### src/rtl/stream_mux_pkg.sv
// rtl/stream_mux_pkg.sv - shared widths, arbitration mode constants and defaults for the stream mux
package stream_mux_pkg;

   localparam int  DEFAULT_N  = 4;
   localparam int  DEFAULT_W  = 8;
   localparam logic MODE_RR    = 1'b1;
   localparam logic MODE_FIXED = 1'b0;

   // Select width is never narrower than one bit, even for a single channel.
   function automatic int sel_width(input int n);
      int r;
      r = 1;
      for (int i = 1; i < 31; i++) begin
         if ((1 << i) < n) r = i + 1;
      end
      return r;
   endfunction

endpackage

### src/rtl/rr_arbiter.sv
// rtl/rr_arbiter.sv - combinational round-robin / fixed-priority arbiter
module rr_arbiter
   import stream_mux_pkg::*;
#(
   parameter  int N  = DEFAULT_N,
   localparam int SW = sel_width(N)
) (
   input  logic [N-1:0]  req,
   input  logic [SW-1:0] ptr,
   input  logic          mode,
   output logic [N-1:0]  gnt,
   output logic [SW-1:0] gnt_idx,
   output logic          gnt_valid
);

   int start;
   int idx;

   always_comb begin
      gnt       = '0;
      gnt_idx   = '0;
      gnt_valid = 1'b0;
      idx       = 0;
      start     = ((mode == MODE_RR) && (int'(ptr) < N)) ? int'(ptr) : 0;
      // Scan from the start channel upward, wrapping past N-1; first requester wins.
      for (int k = 0; k < N; k++) begin
         idx = start + k;
         if (idx >= N) idx = idx - N;
         if (!gnt_valid && req[idx]) begin
            gnt_valid = 1'b1;
            gnt_idx   = SW'(idx);
            gnt[idx]  = 1'b1;
         end
      end
   end

endmodule

### src/rtl/stream_mux_rr.sv
// rtl/stream_mux_rr.sv - N:1 registered valid/ready stream mux; STREAM_MUX_FORCE_SEL_EN adds forced select
module stream_mux_rr
   import stream_mux_pkg::*;
#(
   parameter  int N  = DEFAULT_N,
   parameter  int W  = DEFAULT_W,
   parameter  int RR = 1,
   localparam int SW = sel_width(N)
) (
   input  logic          clk,
   input  logic          rst_n,
   input  logic [N*W-1:0] in_data,
   input  logic [N-1:0]  in_valid,
   output logic [N-1:0]  in_ready,
   output logic [W-1:0]  out_data,
   output logic [SW-1:0] out_sel,
   output logic          out_valid,
`ifdef STREAM_MUX_FORCE_SEL_EN
   input  logic          force_en,
   input  logic [SW-1:0] force_sel,
`endif
   input  logic          out_ready
);

   localparam logic ARB_MODE = (RR != 0) ? MODE_RR : MODE_FIXED;

   logic [SW-1:0] ptr_q, ptr_d;
   logic [W-1:0]  out_data_q, out_data_d;
   logic [SW-1:0] out_sel_q, out_sel_d;
   logic          out_valid_q, out_valid_d;

   logic [N-1:0]  arb_gnt;
   logic [SW-1:0] arb_idx;
   logic          arb_valid;

   logic [N-1:0]  gnt;
   logic [SW-1:0] gnt_idx;
   logic          gnt_valid;
   logic          forced;
   logic          load;
   logic [W-1:0]  sel_data;

   rr_arbiter #(.N(N)) u_arb (
      .req       (in_valid),
      .ptr       (ptr_q),
      .mode      (ARB_MODE),
      .gnt       (arb_gnt),
      .gnt_idx   (arb_idx),
      .gnt_valid (arb_valid)
   );

`ifdef STREAM_MUX_FORCE_SEL_EN
   always_comb begin
      forced    = force_en;
      gnt       = arb_gnt;
      gnt_idx   = arb_idx;
      gnt_valid = arb_valid;
      if (force_en) begin
         gnt       = '0;
         gnt_idx   = force_sel;
         gnt_valid = 1'b0;
         if ((int'(force_sel) < N) && in_valid[force_sel]) begin
            gnt_valid      = 1'b1;
            gnt[force_sel] = 1'b1;
         end
      end
   end
`else
   always_comb begin
      forced    = 1'b0;
      gnt       = arb_gnt;
      gnt_idx   = arb_idx;
      gnt_valid = arb_valid;
   end
`endif

   always_comb begin
      sel_data = '0;
      for (int i = 0; i < N; i++) begin
         if (gnt[i]) sel_data = in_data[i*W +: W];
      end
   end

   always_comb begin
      load        = ~out_valid_q | out_ready;
      in_ready    = (rst_n && load) ? gnt : '0;
      ptr_d       = ptr_q;
      out_data_d  = out_data_q;
      out_sel_d   = out_sel_q;
      out_valid_d = out_valid_q;
      if (load) begin
         if (gnt_valid) begin
            out_data_d  = sel_data;
            out_sel_d   = gnt_idx;
            out_valid_d = 1'b1;
            // Forced transfers leave the fairness pointer where round-robin left it.
            if ((RR != 0) && !forced) begin
               ptr_d = (gnt_idx == SW'(N-1)) ? '0 : gnt_idx + SW'(1);
            end
         end else begin
            out_valid_d = 1'b0;
         end
      end
   end

   always_ff @(posedge clk) begin
      if (!rst_n) begin
         ptr_q       <= '0;
         out_data_q  <= '0;
         out_sel_q   <= '0;
         out_valid_q <= 1'b0;
      end else begin
         ptr_q       <= ptr_d;
         out_data_q  <= out_data_d;
         out_sel_q   <= out_sel_d;
         out_valid_q <= out_valid_d;
      end
   end

   assign out_data  = out_data_q;
   assign out_sel   = out_sel_q;
   assign out_valid = out_valid_q;

endmodule

### config.mk
export PLATFORM = sky130hd
export DESIGN_NAME = stream_mux_rr
export DESIGN_NICKNAME = d
export VERILOG_FILES = /design/src/rtl/stream_mux_pkg.sv /design/src/rtl/rr_arbiter.sv /design/src/rtl/stream_mux_rr.sv
export SDC_FILE = /design/constraint.sdc
export NUM_CORES = 1
export LEC_CHECK = 0
export ABC_AREA = 1
export CORE_UTILIZATION = 25
export CTS_CLUSTER_DIAMETER = 120
export CTS_CLUSTER_SIZE = 10
export DETAILED_ROUTE_END_ITERATION = 7
export PLACE_DENSITY = 0.6
export SYNTH_ARGS = -nofsm -noshare
export SYNTH_HDL_FRONTEND = slang
export SYNTH_HIERARCHICAL = 1
export SYNTH_SLANG_ARGS = --single-unit
### constraint.sdc
create_clock -name clk -period 3.2 [get_ports clk]
set_input_delay 0.32 -clock clk [delete_from_list [all_inputs] [get_ports clk]]
set_output_delay 0.32 -clock clk [all_outputs]
set_load 0.05 [all_outputs]
# Yosys cells after proc, flatten, opt, wreduce, memory -nomap -nowiden

Cells that the tools add are included.

Register bits: 13
Input bits: 39
Output and inout bits: 15
Word-level logic and storage cells: 85

Add/subtract/negate cells: 8
Magnitude comparators: 12
Equality and inequality tests: 1
Muxes and demuxes: 43
Bitwise gates (word level): 5
Reduce and logical (&&, ||, !) cells: 12

Operator list:

| operator                                              | count |
|---|---|
| >= comparator 32 x 1 -> 1 bit (second input constant) | 4 |
| < comparator 32 x 4 -> 1 bit (second input constant)  | 4 |
| 2-to-1 mux 32 bit                                     | 4 |
| >= comparator 32 x 4 -> 1 bit (second input constant) | 3 |
| subtractor 32 x 4 -> 32 bit (second input constant)   | 3 |
| 2-to-1 mux 8 bit                                      | 4 |
| 2-to-1 mux 4 bit                                      | 5 |
| 2-to-1 mux 1 bit                                      | 17 |
| OR 4 bit                                              | 3 |
| 2-to-1 mux 2 bit                                      | 5 |
| binary-select mux 1 bit (select 2 bit)                | 4 |
| demux 1 bit (select 2 bit)                            | 4 |
| logical AND 1 bit                                     | 8 |
| adder 2 x 2 -> 3 bit (second input constant)          | 2 |
| subtractor 2 x 3 -> 4 bit (second input constant)     | 1 |
| adder 2 x 1 -> 3 bit (second input constant)          | 1 |
| >= comparator 2 x 3 -> 1 bit (second input constant)  | 1 |
| logical NOT 1 bit                                     | 3 |
| adder 2 x 1 -> 2 bit (second input constant)          | 1 |
| == test 2 bit (second input constant)                 | 1 |
| AND reduction 2 bit                                   | 1 |
| inverter 1 bit                                        | 1 |
| OR 1 bit                                              | 1 |

# Longest topological paths before layout

Depth in word-level cells: 19
Gate-level depth with buffers: 18
Depth with buffers taken out: 16

# Cells and area by module

Netlist, hierarchy kept.

By module, submodules not included:

| module        | times used | cells each | area an instance (sq um) | seq. area each (sq um) |
|---|---|---|---|---|
| stream_mux_rr | 1          | 136        | 809.5                    | 260.2 |
| rr_arbiter    | 1          | 104        | 506.7                    | 0.0 |

# Least setup slack after synthesis

No wires, ideal clock.

Path kind: reg-to-output
Start: register ptr_q[0]
End: output port in_ready[2]
Arrival time: 2.085 ns
Data required time: 2.880 ns
Path slack: 0.795 ns
Cell stages (with the launch flop): 13
Buffers on the path: 2
Path through: dfxtp_1 buf_4 nand3_1 nand2_1 nand2_1 nand2_1 nand3_2 nor2_1 nor2_1 nand2_1 buf_2 inv_2 nor2_1

Cells in the longest elaborated chain, start to end: 16
Elaborated cells on any way between the ends: 64
Those cells by class: add/sub (7); order compare (12); mux (32); bitwise (3); reduce/logical (10)

Ends and longest elaborated chain:

| what                                                                                 | RTL line             | source |
|---|---|---|
| start: declaration                                                                   | stream_mux_rr.sv:27  | `logic [SW-1:0] ptr_q, ptr_d;` |
| start signal: assignment                                                             | stream_mux_rr.sv:113 | `ptr_q <= ptr_d;` |
| parallel branches: the longest is 14 deep, another holds subtractor 32 x 4 -> 32 bit | --                   |  |
| 2-to-1 mux 4 bit (*)                                                                 | rr_arbiter.sv:29     | `if (!gnt_valid && req[idx]) begin` |
| named net arb_gnt[2]                                                                 | stream_mux_rr.sv:32  | `logic [N-1:0] arb_gnt;` |
| 2-to-1 mux 4 bit (*)                                                                 | stream_mux_rr.sv:86  | `in_ready = (rst_n && load) ? gnt : '0;` |
| end: declaration                                                                     | stream_mux_rr.sv:14  | `output logic [N-1:0] in_ready,` |

Mark *: on every way through the listed nets, which the timed path passes. The select of a mux whose other input is x is not followed.

# Worst setup path in the final report

Start: register ptr_q[0]
End: output port in_ready[1]

The elaborated chain is that of the path after synthesis.

==> metrics.md <==
| Metric | Value |
|---|---|
| Register bit total from synthesis | 13 |
| Final worst path period share | 83.6% |
| Least-Margin Pin Slew | 0.520 ns |
| Drt wl/cell | 10.7 um |
| Hold WC Path Type | flip-flop to flip-flop |
| Nets | 333 |
| Via count | 1612 |
| Die area | 5560 sq um |
| Async SR Flop Fraction | 0% |
| Initial antenna violation count | 0 |
| Area of the multi-input gates | 903 sq um |
| Layout cells sized above 1 | 7.88% |
| CTS tree | done |
| Startpoint Class | flip-flop |
| Setup violations, final | 0 |
| Status | finished clean |
| Num CTS Buffers | 3 |
| Synth top area cells | nand2_1, dfxtp_1, nand3_1, nor2_1, a21oi_1 |
| Final ANT Viol Nets | 0 |
| DRC Markers | 0 |
| Hold_buf cts | 0 |
| Critical path required time | 2.88 ns |
| Main synth FF type | dfxtp_1 |
| Max layer used | met3 |
| Post-CTS Setup Bufs | 0 |
| Initial Util | 25.9% |
| Fin crit period | 2.67 ns |
| CTS max path bufs | 2 |
| Initial DRC count | 79 |
| RSZ-0062 raised after global routing | false |
| Cells after Synth | 240 |
| Hpwl dp | 3030 um |
| Number of global-route vias before repair | 1382 |
| Data arrival, critical path | 2.35 ns |
| Fmax | 0.374 GHz |
| Slew HR | 65.2% |
| Wire length on met2 | 1670 um |
| Vias per inst | 4.45 |
| Max Clock Skew | 0.00292 ns |
| First-pass GRT wire length | 6000 um |
| GR Overflow Total | 0 |
| Worst-path clk slew | 0.06 ns |
| # IOs | 54 |
| Cell variety after synth | 23 |
| Post-CTS resize count | 0 |
| Routed length on met1 | 1920 um |
| Post-synth top cells | nand2_1, nor2_1, nand3_1, a21oi_1, inv_1 |
| Hold_ws | 0.462 ns |
| Router iterations before antenna repair | 4 |
| Metal3 WL | 292 um |
| Critical path fanouts, max | 14 |
| Most frequent CP cell | nand2_2 |
| Area of the mapped netlist | 1320 sq um |
| Crit-path max cell delay | 0.36 ns |
| Overall routing resource usage | 13.7% |
| Port buffer count | 53 |
| DIE HEIGHT | 74.6 um |
| Worst setup path class | flip-flop to primary output |
| Top-count cell post-synth | nand2_1 |
| Area of the core | 5070 sq um |
| Clk_lat worst skew | 0.25 ns |
| Total negative slack | 0 ns |
| Ordered list of cells on the worst path | nand2_2, nand2_2, nand2_1, nand2_2, nand2_4, nor2_8, nand4_1, nand2_1, clkinv_4, nor2_1, buf_12 |
| Power per standard cell area | 769 nW/um^2 |
| Max Cap Viol | 0 |
| FILL cells | 560 |
| Std-Cell Rows | 26 |
| Final slew viol count | 0 |
| RD Place Congestion | 0.882 |
| Crit. End Element | primary output |
| Slowest-stage cell, CP | dfxtp_1 |
| Syn Area/Cell | 5.48 sq um |
| Yosys top cell by area | nand2_1 |
| Clock Root Buffer | clkbuf_8 |
| Synth-to-Final Area Change | 46.9% |
| FF/Latch Area | 260 sq um |
| Hold Vio Cnt, Final | 0 |
| Yosys top cell area share | 24.2% |
| Yosys warns | 6 |
| Top Family by Delay on Critical Path | simple AND/OR/NAND/NOR gates |
| Seq/Total Area, Yosys | 19.8% |
| Number of flops mapped to enable cells by yosys | 0 |
| Crit path buf inv count | 2 |
| Peak supply drop | 0.215 mV |
| Die X | 74.6 um |
| Detailed Route WL | 3880 um |
| Largest net degree at the start of global routing | 22 |
| H-tree depth | 1 |
| Clk sinks | 13 |
| P_leak | 0.934 nW |
| Ant. Diodes | 0 |
==> layout make-up <==
cell class	instances	share of cell area (%)
Clock buffer	4	2.33
Multi-Input combinational cell	200	46.7
Tap cell	70	4.53
Inverter	21	4.34
Sequential cell	13	13.5
Timing Repair Buffer	54	28.6
==> metrics by stage <==
stage | utilization [%] | cell area, sq um | power (W) | setup slack, ns | std cells
6_report | 38.1 | 1930 | 0.00149 | 0.526 | 362
5_1_grt | 38.1 | 1930 | 0.00163 | 0.283 | 362
4_1_cts | 38.1 | 1930 | 0.00150 | 0.504 | 362
3_5_place_dp | 37.2 | 1890 | 0.00134 | 0.605 | 358
3_3_place_gp | 37.2 | 1890 | 0.00134 | 0.626 | 358
2_1_floorplan | - | 1330 | 0.00109 | 0.795 | 243
==> power breakdown <==
| group | internal (W) | leakage [nW] | switching (W) | total, W |
|---|---|---|---|---|
| Combinational | 0.000361 | 0.804 | 0.000712 | 0.00107 |
| Clock | 0.0000881 | 0.0228 | 0.0000620 | 0.000150 |
| Sequential | 0.000227 | 0.107 | 0.0000363 | 0.000264 |
| Total | 0.000676 | 0.934 | 0.000810 | 0.00149 |
==> path summary, 6_finish.rpt <==
path / start / endpoint / slack [ns] / cells after the start
max: ptr_q[0]$_SDFFE_PN0P_ / in_ready[1] / 0.53 / 11
min: out_data[3]$_SDFFE_PN0P_ / out_data[3]$_SDFFE_PN0P_ / 0.46 / 2
max reg2reg: ptr_q[0]$_SDFFE_PN0P_ / out_data[7]$_SDFFE_PN0P_ / 0.96 / 15
min reg2reg: out_data[3]$_SDFFE_PN0P_ / out_data[3]$_SDFFE_PN0P_ / 0.46 / 2
==> worst register-to-register path, stage by stage (launching register included) <==
cell and delay, ns:
dfxtp_1 0.36, nand2_2 0.20, nand2_2 0.17, nand2_1 0.13
nand2_2 0.11, nand2_4 0.08, nor2_8 0.17, nand4_1 0.09
nand2_1 0.28, clkinv_4 0.14, nand3_1 0.10, nand2_1 0.06
nand2_1 0.06, nand2_1 0.06, nand2_1 0.06, a21oi_1 0.06
==> metal layers <==
layer	global-route usage [%]	vias to the layer above
met4	1.26	0
met1	18.5	693
li1	-	865
met2	22.8	54
met5	0	-
met3	3.52	0
==> sequential cells by signal (all words and copies together), names as in the netlist <==
name	flops
out_valid	1
out_data	8
out_sel	2
ptr_q	2
==> logic make-up after synthesis <==
family | Yosys count | share of synthesized area [%]
compound gates | 24 | 9.51
fa+ha+maj | 1 | 0.950
buf+inv | 30 | 12.5
flops | 13 | 19.8
other cells | 1 | 0.285
simple gates | 171 | 57.0
==> layout by cell type (no fill, tap or decap), drive strengths merged, types with 4 or more instances in the layout <==
master,count
a21oi,17
buf,5
clkbuf,4
clkdlybuf4s50,49
conb,4
dfxtp,13
inv,18
nand2,93
nand3,30
nand4,7
nor2,39
o21ai,6
No activity file was read; power rests on OpenSTA's default activity.
